$ cat src/rtl/dmem_waitstate_if.sv
// Request/response bundle between a core's data port and dmem_waitstate.
interface dmem_waitstate_if;
   logic        req;
   logic        we;
   logic [2:0]  funct3;
   logic [31:0] addr;
   logic [31:0] wd;
   logic [31:0] rd;
   logic        ready;
   logic        err;
   logic        busy;

   modport master (
      output req, we, funct3, addr, wd,
      input  rd, ready, err, busy
   );

   modport slave (
      input  req, we, funct3, addr, wd,
      output rd, ready, err, busy
   );
endinterface

$ cat src/rtl/dmem_waitstate.sv
// Data memory with byte/halfword/word access, configurable wait states and
// a req/ready handshake. Requests are captured in IDLE, held for WAIT extra
// cycles, then performed; the result is presented for exactly one cycle.
module dmem_waitstate #(
  parameter int unsigned DEPTH     = 64,
  parameter int unsigned WAIT      = 0,
  parameter string       INIT_FILE = ""
) (
  input logic             clk,
  input logic             reset,
  dmem_waitstate_if.slave bus
);
  localparam int unsigned AW       = $clog2(DEPTH);
  localparam logic [3:0]  WAIT_CNT = 4'(WAIT);

  typedef enum logic [1:0] {IDLE, WAITING, RESP} state_t;

  state_t        state_q, state_d;
  logic [3:0]    cnt_q, cnt_d;
  logic          capture;
  logic          finish;

  logic          we_q;
  logic [2:0]    f3_q;
  logic [31:0]   addr_q;
  logic [31:0]   wd_q;

  logic [31:0]   rd_q;
  logic          ready_q;
  logic          err_q;

  logic [31:0]   mem [DEPTH];

  logic [AW-1:0] widx;
  logic [1:0]    lane;
  logic          in_range;
  logic          misaligned;
  logic          bad_f3;
  logic          acc_err;
  logic          do_write;
  logic [31:0]   word;
  logic [7:0]    lb;
  logic [15:0]   lh;
  logic [31:0]   load_val;
  logic [31:0]   wdata;
  logic [3:0]    wmask;

  assign widx     = addr_q[AW+1:2];
  assign lane     = addr_q[1:0];
  assign in_range = (addr_q[31:AW+2] == '0);
  assign word     = mem[widx];

  // Decode the captured request: legality, load extraction, store lane mask.
  always_comb begin
    if (we_q)
      bad_f3 = f3_q[2] || (f3_q[1:0] == 2'b11);
    else
      bad_f3 = (f3_q[1:0] == 2'b11) || (f3_q == 3'b110);

    misaligned = ((f3_q[1:0] == 2'b01) && addr_q[0]) ||
                 ((f3_q[1:0] == 2'b10) && (addr_q[1:0] != 2'b00));

    acc_err = bad_f3 || misaligned || !in_range;

    lb = word[{lane, 3'b000} +: 8];
    lh = addr_q[1] ? word[31:16] : word[15:0];

    case (f3_q[1:0])
      2'b00:   load_val = {{24{lb[7] & ~f3_q[2]}}, lb};
      2'b01:   load_val = {{16{lh[15] & ~f3_q[2]}}, lh};
      default: load_val = word;
    endcase

    case (f3_q[1:0])
      2'b00: begin
        wmask = 4'b0001 << lane;
        wdata = {4{wd_q[7:0]}};
      end
      2'b01: begin
        wmask = addr_q[1] ? 4'b1100 : 4'b0011;
        wdata = {2{wd_q[15:0]}};
      end
      default: begin
        wmask = 4'b1111;
        wdata = wd_q;
      end
    endcase
  end

  assign do_write = finish && we_q && !acc_err;

  // State and wait counter; reset abandons any access in flight.
  always_ff @(posedge clk or posedge reset) begin
    if (reset) begin
      state_q <= IDLE;
      cnt_q   <= '0;
    end else begin
      state_q <= state_d;
      cnt_q   <= cnt_d;
    end
  end

  // Next-state logic: accept in IDLE, count down in WAITING, one RESP cycle.
  always_comb begin
    state_d = state_q;
    cnt_d   = cnt_q;
    capture = 1'b0;
    finish  = 1'b0;
    case (state_q)
      IDLE: begin
        if (bus.req) begin
          capture = 1'b1;
          cnt_d   = WAIT_CNT;
          state_d = WAITING;
        end
      end
      WAITING: begin
        if (cnt_q != 4'd0) begin
          cnt_d = cnt_q - 4'd1;
        end else begin
          finish  = 1'b1;
          state_d = RESP;
        end
      end
      RESP:    state_d = IDLE;
      default: state_d = IDLE;
    endcase
  end

  // Request capture and registered response; stores and errors return zero.
  always_ff @(posedge clk or posedge reset) begin
    if (reset) begin
      we_q    <= 1'b0;
      f3_q    <= '0;
      addr_q  <= '0;
      wd_q    <= '0;
      rd_q    <= '0;
      ready_q <= 1'b0;
      err_q   <= 1'b0;
    end else begin
      if (capture) begin
        we_q   <= bus.we;
        f3_q   <= bus.funct3;
        addr_q <= bus.addr;
        wd_q   <= bus.wd;
      end
      ready_q <= finish;
      if (finish) begin
        err_q <= acc_err;
        rd_q  <= (acc_err || we_q) ? '0 : load_val;
      end
    end
  end

  // RAM write port: only selected byte lanes are updated.
  always_ff @(posedge clk) begin
    if (do_write) begin
      for (int unsigned i = 0; i < 4; i++) begin
        if (wmask[i]) mem[widx][8*i +: 8] <= wdata[8*i +: 8];
      end
    end
  end

  assign bus.rd    = rd_q;
  assign bus.ready = ready_q;
  assign bus.err   = err_q;
  assign bus.busy  = (state_q != IDLE);
endmodule

$ cat src/flat_wrapper.sv
// flat-port wrapper written by rule: the top's interface ports become plain ports
module dmem_waitstate_flat 
#(
  parameter int unsigned DEPTH     = 64,
  parameter int unsigned WAIT      = 0,
  parameter string       INIT_FILE = ""
)
  (clk, reset, bus_req, bus_we, bus_funct3, bus_addr, bus_wd, bus_rd, bus_ready, bus_err, bus_busy);
  dmem_waitstate_if bus_i ();
  input logic clk;
  input logic reset;
  input wire logic [$bits(bus_i.req)-1:0] bus_req;
  input wire logic [$bits(bus_i.we)-1:0] bus_we;
  input wire logic [$bits(bus_i.funct3)-1:0] bus_funct3;
  input wire logic [$bits(bus_i.addr)-1:0] bus_addr;
  input wire logic [$bits(bus_i.wd)-1:0] bus_wd;
  output wire logic [$bits(bus_i.rd)-1:0] bus_rd;
  output wire logic [$bits(bus_i.ready)-1:0] bus_ready;
  output wire logic [$bits(bus_i.err)-1:0] bus_err;
  output wire logic [$bits(bus_i.busy)-1:0] bus_busy;
  assign bus_i.req = bus_req;
  assign bus_i.we = bus_we;
  assign bus_i.funct3 = bus_funct3;
  assign bus_i.addr = bus_addr;
  assign bus_i.wd = bus_wd;
  assign bus_rd = bus_i.rd;
  assign bus_ready = bus_i.ready;
  assign bus_err = bus_i.err;
  assign bus_busy = bus_i.busy;
  dmem_waitstate #(.DEPTH(DEPTH), .WAIT(WAIT), .INIT_FILE(INIT_FILE)) u_core (.clk(clk), .reset(reset), .bus(bus_i));
endmodule
$ cat config.mk
export PLATFORM = sky130hd
export DESIGN_NAME = dmem_waitstate_flat
export DESIGN_NICKNAME = d
export VERILOG_FILES = /design/src/rtl/dmem_waitstate_if.sv /design/src/rtl/dmem_waitstate.sv /design/src/flat_wrapper.sv
export SDC_FILE = /design/constraint.sdc
export NUM_CORES = 2
export LEC_CHECK = 0
export BUFFER_PORTS_ARGS = -buffer_cell sky130_fd_sc_hd__buf_2
export CAP_MARGIN = 10
export CELL_PAD_IN_SITES_DETAIL_PLACEMENT = 2
export CELL_PAD_IN_SITES_GLOBAL_PLACEMENT = 2
export CORE_MARGIN = 2
export CORE_UTILIZATION = 30
export DETAILED_ROUTE_END_ITERATION = 10
export GPL_ROUTABILITY_DRIVEN = 1
export GPL_TIMING_DRIVEN = 0
export PLACE_DENSITY_LB_ADDON = 0.1
export SLEW_MARGIN = 15
export SYNTH_ARGS = -nofsm -noshare
export SYNTH_HDL_FRONTEND = slang
export SYNTH_SLANG_ARGS = --single-unit
$ cat constraint.sdc
create_clock -name clk -period 6.04 [get_ports clk]
set_clock_uncertainty 0.05 [all_clocks]
set_input_delay 1.208 -clock clk [delete_from_list [all_inputs] [get_ports clk]]
set_output_delay 1.208 -clock clk [all_outputs]
set_load 0.02 [all_outputs]
==> metrics.md <==
| Metric | Value |
|---|---|
| Aggregate global-route resource usage | 37.4% |
| Routed wire length | between 500000 and 600000 um |
| Clk root buf | clkbuf_16 |
| Io pins | 106 |
| Grt total ovfl | 0 |
| Internal power | 35.0 mW |
| Synth top area share | 74.1% |
| Leakage | 32.4 nW |
| Non-Filler Instances | 9370 |
| Clock-pin slew on the worst setup and hold paths | ~60 ps |
| Clock power share | 23.3% |
| Setup TNS | -132380 ps |
| WP data required | ~6600 ps |
| Clk sink count | 2156 |
| Final Hold Vio Count | 0 |
| FMAX | between 0.15 and 0.2 GHz |
| Combinational power share | 45.1% |
| Layout cells sized above 1 | between 20% and 30% |
| Most used cell, CP | buf_2 |
| Syn nets | slightly below 5000 |
| Distinct cells, synth | 75 |
| Avg Inst Size Synth | 17.1 um2 |
| CP startpoint | u_core.addr_q[4]$_DFFE_PP0P_ |
| Initial Utilization | between 30% and 40% |
| Main synth FF type | edfxtp_1 |
| WHS | 234 ps |
| Initial antenna violation count | 124 |
| Most numerous cell in the Yosys netlist | edfxtp_1 |
| Post-synth top cells | edfxtp_1, nor2_1, a22oi_1 |
| Inserted Clock Buffers | 245 |
| Switch share | 45.9% |
| CTS max path bufs | 4 |
| Fill count | 27000 |
| Antenna Nets Post-Route | 0 |
| Detailed-route via count | 60400 |
| Final core occ | a little under two fifths |
| Die X | 530 um |
| FF+latch count, synth | 2156 |
| Core ar. | 276000 um2 |
| Sequential share of power | a little under a third |
| Clk_lat worst skew | 990 ps |
| Max-capacitance violation count | 0 |
| Sequential area share after synthesis | 77.4% |
| TritonCTS clock tree | done |
| Synth area leaders | edfxtp_1, dfrtp_1, a22oi_1, mux2_2, a221oi_1 |
| Post-synth EDFFs | between 2000 and 2500 |
| Pre-antenna DRT Iters | 5 |
| Slew HR | 12.0% |
| # setup viols final | 895 |
| Critical R2R Capture | u_core.mem[57][18]$_DFFE_PP_ |
| Crit-path max FO | 10 |
| Max stage delay on crit path | 930 ps |
| FFs w/ async S/R, synth | 5.01% |
| Die Area | approximately 280000 um2 |
| Mapped Area | 82900 um2 |
| Startpoint Class | flip-flop |
| Port bufs | 105 |
| First-pass GRT wire length | 659000 um |
| Row cnt | 193 |
| Placed Cells incl. Taps | 8852 |
| RSZ-0062 raised after global routing | true |
| Fin crit period | 6460 ps |
| Net switching power | between 20 and 30 mW |
| R2R Path Start | u_core.addr_q[4]$_DFFE_PP0P_ |
| DIE HEIGHT | ~530 um |
| HPWL after DPL | approximately 380000 um |
| Vias in the first global route | 55200 |
| H-tree depth | 4 |
| Critical path type | flip-flop to flip-flop |
| Final setup margin | -422 ps |
| Power Dens Cells | 635 nW/um2 |
| Setup crit end | u_core.mem[57][18]$_DFFE_PP_ |
| Flop2flop setup slack | -420 ps |
| Period utilisation layout | 107% |
| Data arrival, critical path | 6990 ps |
| Worst Tran Pin Value | 1320 ps |
| CP Cell Sequence | buf_2, buf_2, nor3b_4, buf_8, buf_2, buf_4, buf_4, buf_2, nand2_1, nor2_2 |
| Reg2Reg Depth | 10 |
| Outcome | finished with violations |
| Tightest Hold Check Type | primary input to async pin |
| Maximum vdd drop | 0.000346 V |
| P&R area growth vs syn | 22.8% |
| Failing checks | negative setup slack |
| Largest net degree at the start of global routing | 69 |
| Nets | 5463 |
| 1st-iter DRT viols | ~12000 |
| Hold Buf Count CTS | 0 |
| Slowest CP cell | nor2_2 |
| Synth area leader | edfxtp_1 |
| Number of remaining DRC errors | 0 |
| Yosys warning count | 0 |
| Placer congestion estimate | 1.02 |
| Via density | 6.44 |
| CP Capture Type | flip-flop |
| WL/cell | 57.0 um |
| Slew Viols, Final | 0 |
| Mapped Cells | between 4000 and 5000 |
-- worst min-delay path by stage --
stage	startpoint	end	slack, ps	cells past startpoint
final	reset	u_core.wd_q[5]$_DFFE_PP0P_	230	2
after global routing	reset	u_core.wd_q[5]$_DFFE_PP0P_	270	2
after CTS	reset	u_core.wd_q[5]$_DFFE_PP0P_	230	2
after detailed placement	u_core.bus.rd[7]$_DFFE_PP0P_	u_core.bus.rd[7]$_DFFE_PP0P_	450	2
after global placement	u_core.bus.rd[12]$_DFFE_PP0P_	u_core.bus.rd[12]$_DFFE_PP0P_	430	2
after floorplan	u_core.wd_q[16]$_DFFE_PP0P_	u_core.wd_q[16]$_DFFE_PP0P_	420	1
-- layout by cell type, fill, tap and decap left out, types with 70 or more instances in the layout --
master     Yosys  final
edfxtp_1    2048   2048
a22oi_1      293    293
clkbuf_16      0    246
a221oi_1     242    241
buf_2        111    184
mux2_2       193    178
nand2_1      205    177
mux2i_1      171    171
nor2_2         0    165
a21oi_1      136    135
nor2_1       365    133
clkbuf_1     164    119
dfrtp_1      108    100
clkbuf_2       0     98
a22o_1        91     91
a31oi_1       79     79
diode_2        0     76
buf_4         21     71
o22ai_1       71     71
o21ai_0       79     70
-- critical path: cells and delay by family (launching register included) --
family	cells	cell delay (ps)
flip-flops	1	500
AND/OR/NAND/NOR	3	2190
buffers and inverters	7	3240
-- power groups by stage --
stage	clock, mW	combinational (mW)	sequential [mW]
2_1_floorplan	0	8.32	20.7
3_3_place_gp	0	23.5	21.5
3_5_place_dp	0	27.3	20.7
4_1_cts	15.1	27.6	20.4
5_1_grt	15.6	28.0	20.4
6_report	15.1	29.2	20.4
-- cell families after synthesis --
kind of cell | count (synthesis) | synth area share [%]
and+or+nand+nor | 759 | 4.05
muxes | 435 | 6.45
AOI/OAI and AO/OA | 1138 | 10.1
DFF | 2156 | 77.4
adders and majority gates | 1 | 0.0151
xor gates and xnor gates | 2 | 0.0211
buffers and inverters | 353 | 1.93
-- area by class of cell --
type	count	area, um2	area share, %
antenna	76	190	0.187
clock inverter	125	1190	1.17
buffer	331	1920	1.88
timing repair buffer	308	4630	4.55
sequential	2156	64200	63.1
multi-input combinational	2335	18500	18.1
tap	3705	4640	4.55
inverter	14	60.1	0.0590
clock buffer	320	6550	6.43
-- sequential cells by signal, summed over array words and instances, names as in the netlist, 2 cells and up --
signal,flops
u_core.mem,2048
u_core.addr_q,32
u_core.bus.rd,32
u_core.wd_q,32
u_core.cnt_q,4
u_core.f3_q,3
u_core.state_q,2
-- what timing repair did --
action	CTS	global route
setup endpoints to repair	2035	66
resized for setup	289	15
setup buffers	5	0
pin swaps	4	0
-- metal layers --
layer | vias to the layer above | GRT usage (%) | share of wire [%]
li1 | 20900 | - | -
met4 | 32 | 23.9 | 7.2
met3 | 1106 | 10.4 | 11
met1 | 33300 | 49.2 | 39
met5 | - | 0 | 0.041
met2 | 4997 | 54.0 | 43
-- through the flow --
stage	worst slack [ps]	power, mW	area [um2]
detailed placement	-2270	48.0	92900
finish	-422	64.7	102000
floorplan	1510	29.0	82900
global route	-14.3	64.1	102000
CTS	-61.1	63.1	102000
global placement	-5560	44.9	88100
Power figures use the tool's default switching activity.
